==> src/rtl/conv_window_gen.sv <==
// ---------------------------------------------------------------------------
// conv_window_gen
//
// Purpose:
//   Streams a raster-order image in and produces 3x3 sliding windows for a
//   convolution engine. Two line buffers hold the two previous rows. A 3x3
//   register window shifts left by one column on every accepted pixel. A
//   window is presented only when all nine taps belong to the current frame,
//   so each frame yields (IMG_HEIGHT-2)*(IMG_WIDTH-2) windows with no edge
//   padding.
//
// Parameters:
//   DATA_WIDTH  - pixel width in bits
//   KERNEL_SIZE - window edge (only 3 supported)
//   IMG_WIDTH   - pixels per row   (3..1024)
//   IMG_HEIGHT  - rows per frame   (3..1024)
//
// Ports:
//   clk         in   single clock, rising edge
//   rst         in   synchronous active-high reset
//   pix_in      in   raster-order pixel
//   pix_valid   in   pix_in valid
//   pix_sof     in   start of frame (qualified by pix_valid)
//   pix_ready   out  pixel accepted when pix_valid && pix_ready
//   window      out  3x3 window, tap k=r*3+c at [k*DATA_WIDTH +: DATA_WIDTH],
//                    r=0 oldest row, c=0 leftmost column
//   win_valid   out  window valid
//   win_ready   in   downstream consumes window when win_valid && win_ready
//   frame_done  out  one-cycle pulse after the last pixel of a frame
//   frame_count out  (only with CONV_WIN_FRAME_CNT_EN) 16-bit wrapping count
//                    of frame_done pulses
//
// Optional feature macro: CONV_WIN_FRAME_CNT_EN
// ---------------------------------------------------------------------------
module conv_window_gen #(
  parameter int DATA_WIDTH  = 8,
  parameter int KERNEL_SIZE = 3,
  parameter int IMG_WIDTH   = 32,
  parameter int IMG_HEIGHT  = 32
) (
  input  logic                                       clk,
  input  logic                                       rst,
  input  logic [DATA_WIDTH-1:0]                      pix_in,
  input  logic                                       pix_valid,
  input  logic                                       pix_sof,
  output logic                                       pix_ready,
  output logic [KERNEL_SIZE*KERNEL_SIZE*DATA_WIDTH-1:0] window,
  output logic                                       win_valid,
  input  logic                                       win_ready,
  output logic                                       frame_done
`ifdef CONV_WIN_FRAME_CNT_EN
  ,
  output logic [15:0]                                frame_count
`endif
);

  localparam int K    = KERNEL_SIZE;
  localparam int NTAP = K * K;
  localparam int CW   = $clog2(IMG_WIDTH);
  localparam int RW   = $clog2(IMG_HEIGHT);

  localparam logic [CW-1:0] COL_LAST = CW'(IMG_WIDTH - 1);
  localparam logic [RW-1:0] ROW_LAST = RW'(IMG_HEIGHT - 1);

  typedef enum logic {
    PRIME = 1'b0,  // rows 0 and 1: line buffers still filling
    RUN   = 1'b1   // row >= 2: full windows possible
  } state_e;

  // Registered state
  state_e                             state_q, state_d;
  logic [CW-1:0]                      col_q, col_d;
  logic [RW-1:0]                      row_q, row_d;
  logic [NTAP-1:0][DATA_WIDTH-1:0]    win_q, win_d;
  logic                               win_valid_q, win_valid_d;
  logic                               frame_done_q, frame_done_d;

  // Line buffers: no reset needed, every tap that reaches a valid window
  // was written earlier in the same frame.
  logic [DATA_WIDTH-1:0] lb_top [IMG_WIDTH];  // row-2
  logic [DATA_WIDTH-1:0] lb_mid [IMG_WIDTH];  // row-1

  // Effective position/state of the pixel on the input: a start-of-frame
  // pixel is forced to (0,0) in PRIME regardless of the counters.
  logic [CW-1:0] ecol;
  logic [RW-1:0] erow;
  state_e        estate;
  logic          accept;
  logic          col_end;
  logic          row_end;
  logic [DATA_WIDTH-1:0] top_rd;
  logic [DATA_WIDTH-1:0] mid_rd;

  assign pix_ready = !win_valid_q || win_ready;
  assign accept    = pix_valid && pix_ready;

  always_comb begin
    ecol   = col_q;
    erow   = row_q;
    estate = state_q;
    if (pix_sof) begin
      ecol   = '0;
      erow   = '0;
      estate = PRIME;
    end
  end

  assign col_end = (ecol == COL_LAST);
  assign row_end = (erow == ROW_LAST);
  assign top_rd  = lb_top[ecol];
  assign mid_rd  = lb_mid[ecol];

  always_comb begin
    state_d      = state_q;
    col_d        = col_q;
    row_d        = row_q;
    win_d        = win_q;
    win_valid_d  = win_valid_q;
    frame_done_d = 1'b0;

    if (accept) begin
      // Raster counters
      if (col_end) begin
        col_d = '0;
        row_d = row_end ? '0 : erow + 1'b1;
      end else begin
        col_d = ecol + 1'b1;
        row_d = erow;
      end

      // Row 1 complete -> both line buffers hold frame data.
      // Last row complete -> next pixel starts a new frame.
      state_d = estate;
      if (col_end && (erow == RW'(1))) state_d = RUN;
      if (col_end && row_end)          state_d = PRIME;

      // Shift window left; new right column is (row-2, row-1, current)
      for (int r = 0; r < K; r++) begin
        for (int c = 0; c < K - 1; c++) begin
          win_d[r*K + c] = win_q[r*K + c + 1];
        end
      end
      win_d[K-1]   = top_rd;
      win_d[2*K-1] = mid_rd;
      win_d[3*K-1] = pix_in;

      // Columns 0/1 of a row would mix in taps from the previous row's tail
      win_valid_d  = (estate == RUN) && (ecol >= CW'(2));
      frame_done_d = col_end && row_end;
    end else if (win_ready) begin
      win_valid_d = 1'b0;
    end
  end

  always_ff @(posedge clk) begin
    if (rst) begin
      state_q      <= PRIME;
      col_q        <= '0;
      row_q        <= '0;
      win_q        <= '0;
      win_valid_q  <= 1'b0;
      frame_done_q <= 1'b0;
    end else begin
      state_q      <= state_d;
      col_q        <= col_d;
      row_q        <= row_d;
      win_q        <= win_d;
      win_valid_q  <= win_valid_d;
      frame_done_q <= frame_done_d;
    end
  end

  // Line buffer column update: top takes the old middle, middle takes the
  // incoming pixel.
  always_ff @(posedge clk) begin
    if (accept) begin
      lb_top[ecol] <= mid_rd;
      lb_mid[ecol] <= pix_in;
    end
  end

  assign window     = win_q;
  assign win_valid  = win_valid_q;
  assign frame_done = frame_done_q;

`ifdef CONV_WIN_FRAME_CNT_EN
  logic [15:0] frame_count_q, frame_count_d;

  // Wraps naturally at 16 bits
  always_comb begin
    frame_count_d = frame_count_q;
    if (frame_done_q) frame_count_d = frame_count_q + 16'd1;
  end

  always_ff @(posedge clk) begin
    if (rst) frame_count_q <= '0;
    else     frame_count_q <= frame_count_d;
  end

  assign frame_count = frame_count_q;
`endif

endmodule

==> config.mk <==
export PLATFORM = sky130hd
export DESIGN_NAME = conv_window_gen
export DESIGN_NICKNAME = d
export VERILOG_FILES = /design/src/rtl/conv_window_gen.sv
export SDC_FILE = /design/constraint.sdc
export NUM_CORES = 1
export LEC_CHECK = 0
export CAP_MARGIN = 10
export CORE_MARGIN = 2
export CORE_UTILIZATION = 45
export CTS_CLUSTER_SIZE = 30
export DETAILED_ROUTE_END_ITERATION = 10
export GPL_ROUTABILITY_DRIVEN = 0
export HOLD_SLACK_MARGIN = 0.03
export REMOVE_ABC_BUFFERS = 1
export SYNTH_ARGS = -nofsm -noshare
export SYNTH_HDL_FRONTEND = slang
export SYNTH_SLANG_ARGS = --single-unit
==> constraint.sdc <==
create_clock -name clk -period 6.6 [get_ports clk]
set_input_delay 0.66 -clock clk [delete_from_list [all_inputs] [get_ports clk]]
set_output_delay 0.66 -clock clk [all_outputs]
set_load 0.005 [all_outputs]
==> flow_summary.toml <==
[setup_path]
r2r_cells = 6
startpoint_type = "flop"
critical_path_class = "reg2reg"
crit_start = "col_q[2]"
critPathRequiredTime_ns = 6.70
reg2reg_to = "lb_top[26][4]"
rrSetupSlack_ns = 2.47
crit_path_end = "lb_top[26][4]"
cp.arrival_ns = 4.23
end_kind = "flop"
cp_max_fo = 32
timing.rr.start = "col_q[2]"

[floorplanning]
fp.dieArea_um2 = 54700
dieWidth_um = 234
core-area_um2 = 52400
num_rows = 84
die_y_um = 234
start_util_pct = 45.4
io_pins = 88

[clock_network]
clk_pin_slew_ns = 0.06
htreeDepth = 2
cts_buffers = 59
clk_latency_ns = 0.63
cts_setup_buffers = 0
cts_resized = 0
cts-hold-fix-buffers = 0
cts_tree = "done"
numClockSinks = 597
root_buffer = "clkbuf_16"
clockBufferDepth = 3

[timing]
slew_headroom_pct = 18.8
worst-slew-pin-transition_ns = 1.21
drv_slew = 0
period_share_pct = 62.6
fin_worst_skew_ns = 0.0214
min_period_ns = 4.13
finalSetupViolCount = 0
fmax_ghz = 0.242
rsz0062_at_grt = "false"
holdWs_ns = 0.373
hold_viol_final = 0

[logic_synthesis]
ys.warnings.count = 0
synth.area.top_cells = "edfxtp_1, dfxtp_1, mux2i_1, nand2_1, mux4_2"
yosysSeqAreaShare_pct = 71.8
netlist_area_um2 = 23800
async_flop_share_pct = 0
yosysMostFrequentCell = "edfxtp_1"
synth_seq_cells = 597
syn_avg_cell_area_um2 = 14.8
yosysUniqueCellTypes = 64
ys_dominant_reg_cell = "edfxtp_1"
synth_edf_count = 512
netlist_instances = 1606
synthTopCellsByCount = "edfxtp_1, nand2_1, a21oi_1"
synth_top_cell_by_area = "edfxtp_1"
synth_top_area_share_pct = 64.6

[power]
sw_frac_of_total_pct = 21.4
seq_power_share_pct = 52.7
power_switching_w = 0.00170
power_density_nw_per_um2 = 290
ir_worst_vdd_mv = 0.224
combPwrFrac_pct = 5.1
power_frac_clock_pct = 42.1
leakage_nw = 8.77
p_int_w = 0.00624

[drt]
top_layer = "met4"
ant_nets = 0
wl_per_cell_um = 26.8
first_pass_iters = 6
drtIter0Drc = 1784
wl_um = 65500
drt-met1-wl_um = 27200
met2WireLength_um = 29900
dr_wl_met3_um = 6240
dr_total_vias = 14600
drc = 0
viasPerCell = 5.97

[layout]
diodes = 0
nets = 1724
fin_util_pct = 52.2
area_growth_pct = 15.1
layout-drive-gt1-share_pct = 13.6

[global_routing]
track_usage_pct = 24.3
grt_overflow = 0
grt_pass1_wl_um = 95700
antenna_found_initial = 0
grt_max_degree = 73
grt_pass1_vias = 14100

[place]
port_buffers = 87
hpwl_um = 39800

[min_path]
worstHoldStart = "rst"
hold_path.class = "in2reg"

[outcome]
status = "completed"

[flow_run]
maxCapViolations = 0
==> cell type report <==
type	instances	area (um2)
Inverter	8	35.0
Clock inverter	29	288
Clock buffer	79	1620
Sequential cell	597	17100
Fill cell	4302	25100
Timing Repair Buffer	155	1400
Tap cell	688	861
Multi-Input combinational cell	885	6070
==> cells by family (layout without fill, tap and decap cells) <==
logic type | count (synthesis) | after routing | synth area share, %
fa+ha+maj | 5 | 5 | 0.263
compound gates | 360 | 360 | 10.4
simple gates | 380 | 380 | 7.35
buf+inv | 124 | 271 | 2.72
flops | 597 | 597 | 71.8
mux | 140 | 140 | 7.41
==> per-layer routing <==
metal,global-route usage (%),vias up
met4,8.13,0
met3,6.16,130
met5,0,-
met1,33.5,7325
met2,37.7,684
li1,-,6437
==> metrics by stage <==
stage | setup slack (ns) | instance area [um2] | total power, W | instances | TNS [ns]
after floorplan | -0.592 | 23200 | 0.00447 | 1490 | -155.46
after global placement | 2.38 | 25400 | 0.00466 | 2332 | 0
after detailed placement | 2.28 | 25400 | 0.00467 | 2332 | 0
after CTS | 2.60 | 27300 | 0.00798 | 2440 | 0
after global routing | 2.33 | 27400 | 0.00816 | 2441 | 0
final | 2.47 | 27400 | 0.00794 | 2441 | 0
==> power groups by stage <==
stage	logic, W	registers, W	clock network [W]
2_1_floorplan	0.000197	0.00427	0
3_3_place_gp	0.000397	0.00427	0
3_5_place_dp	0.000402	0.00427	0
4_1_cts	0.000403	0.00419	0.00339
5_1_grt	0.000440	0.00419	0.00354
6_report	0.000407	0.00419	0.00334
==> sequential cells by signal, indices dropped and copies added (netlist names) <==
signal      flops
window         72
win_valid       1
lb_top        256
row_q           5
frame_done      1
state_q         1
col_q           5
lb_mid        256
==> cell usage in the layout, fill, tap and decap left out, types with 29 or more instances in the layout <==
master and instances:
clkdlybuf4s50_1 85, dfxtp_1 82, mux2_2 39, a211oi_1 49, mux2i_1 76, a22oi_1 43, a21oi_1 112, nand2_1 195
o21ai_0 29, edfxtp_1 512, clkbuf_16 61, nor2_1 72, buf_4 69
==> worst max-delay path, stage by stage, from the launching register on <==
cell	delay [ns]
dfxtp_2	0.78
nand2b_1	0.10
buf_4	0.26
nor2_1	0.93
a22oi_1	0.16
a32oi_1	0.57
nand2_1	0.76
==> worst min-delay path by stage <==
| stage | endpoint | cells past startpoint |
|---|---|---|
| after global routing | row_q[0] | 2 |
| after CTS | col_q[0] | 2 |
| after floorplan | row_q[1] | 2 |
| final | row_q[0] | 2 |
| after global placement | window[49] | 2 |
| after detailed placement | window[27] | 2 |
Note: power is estimated with default switching activity, not from simulation.
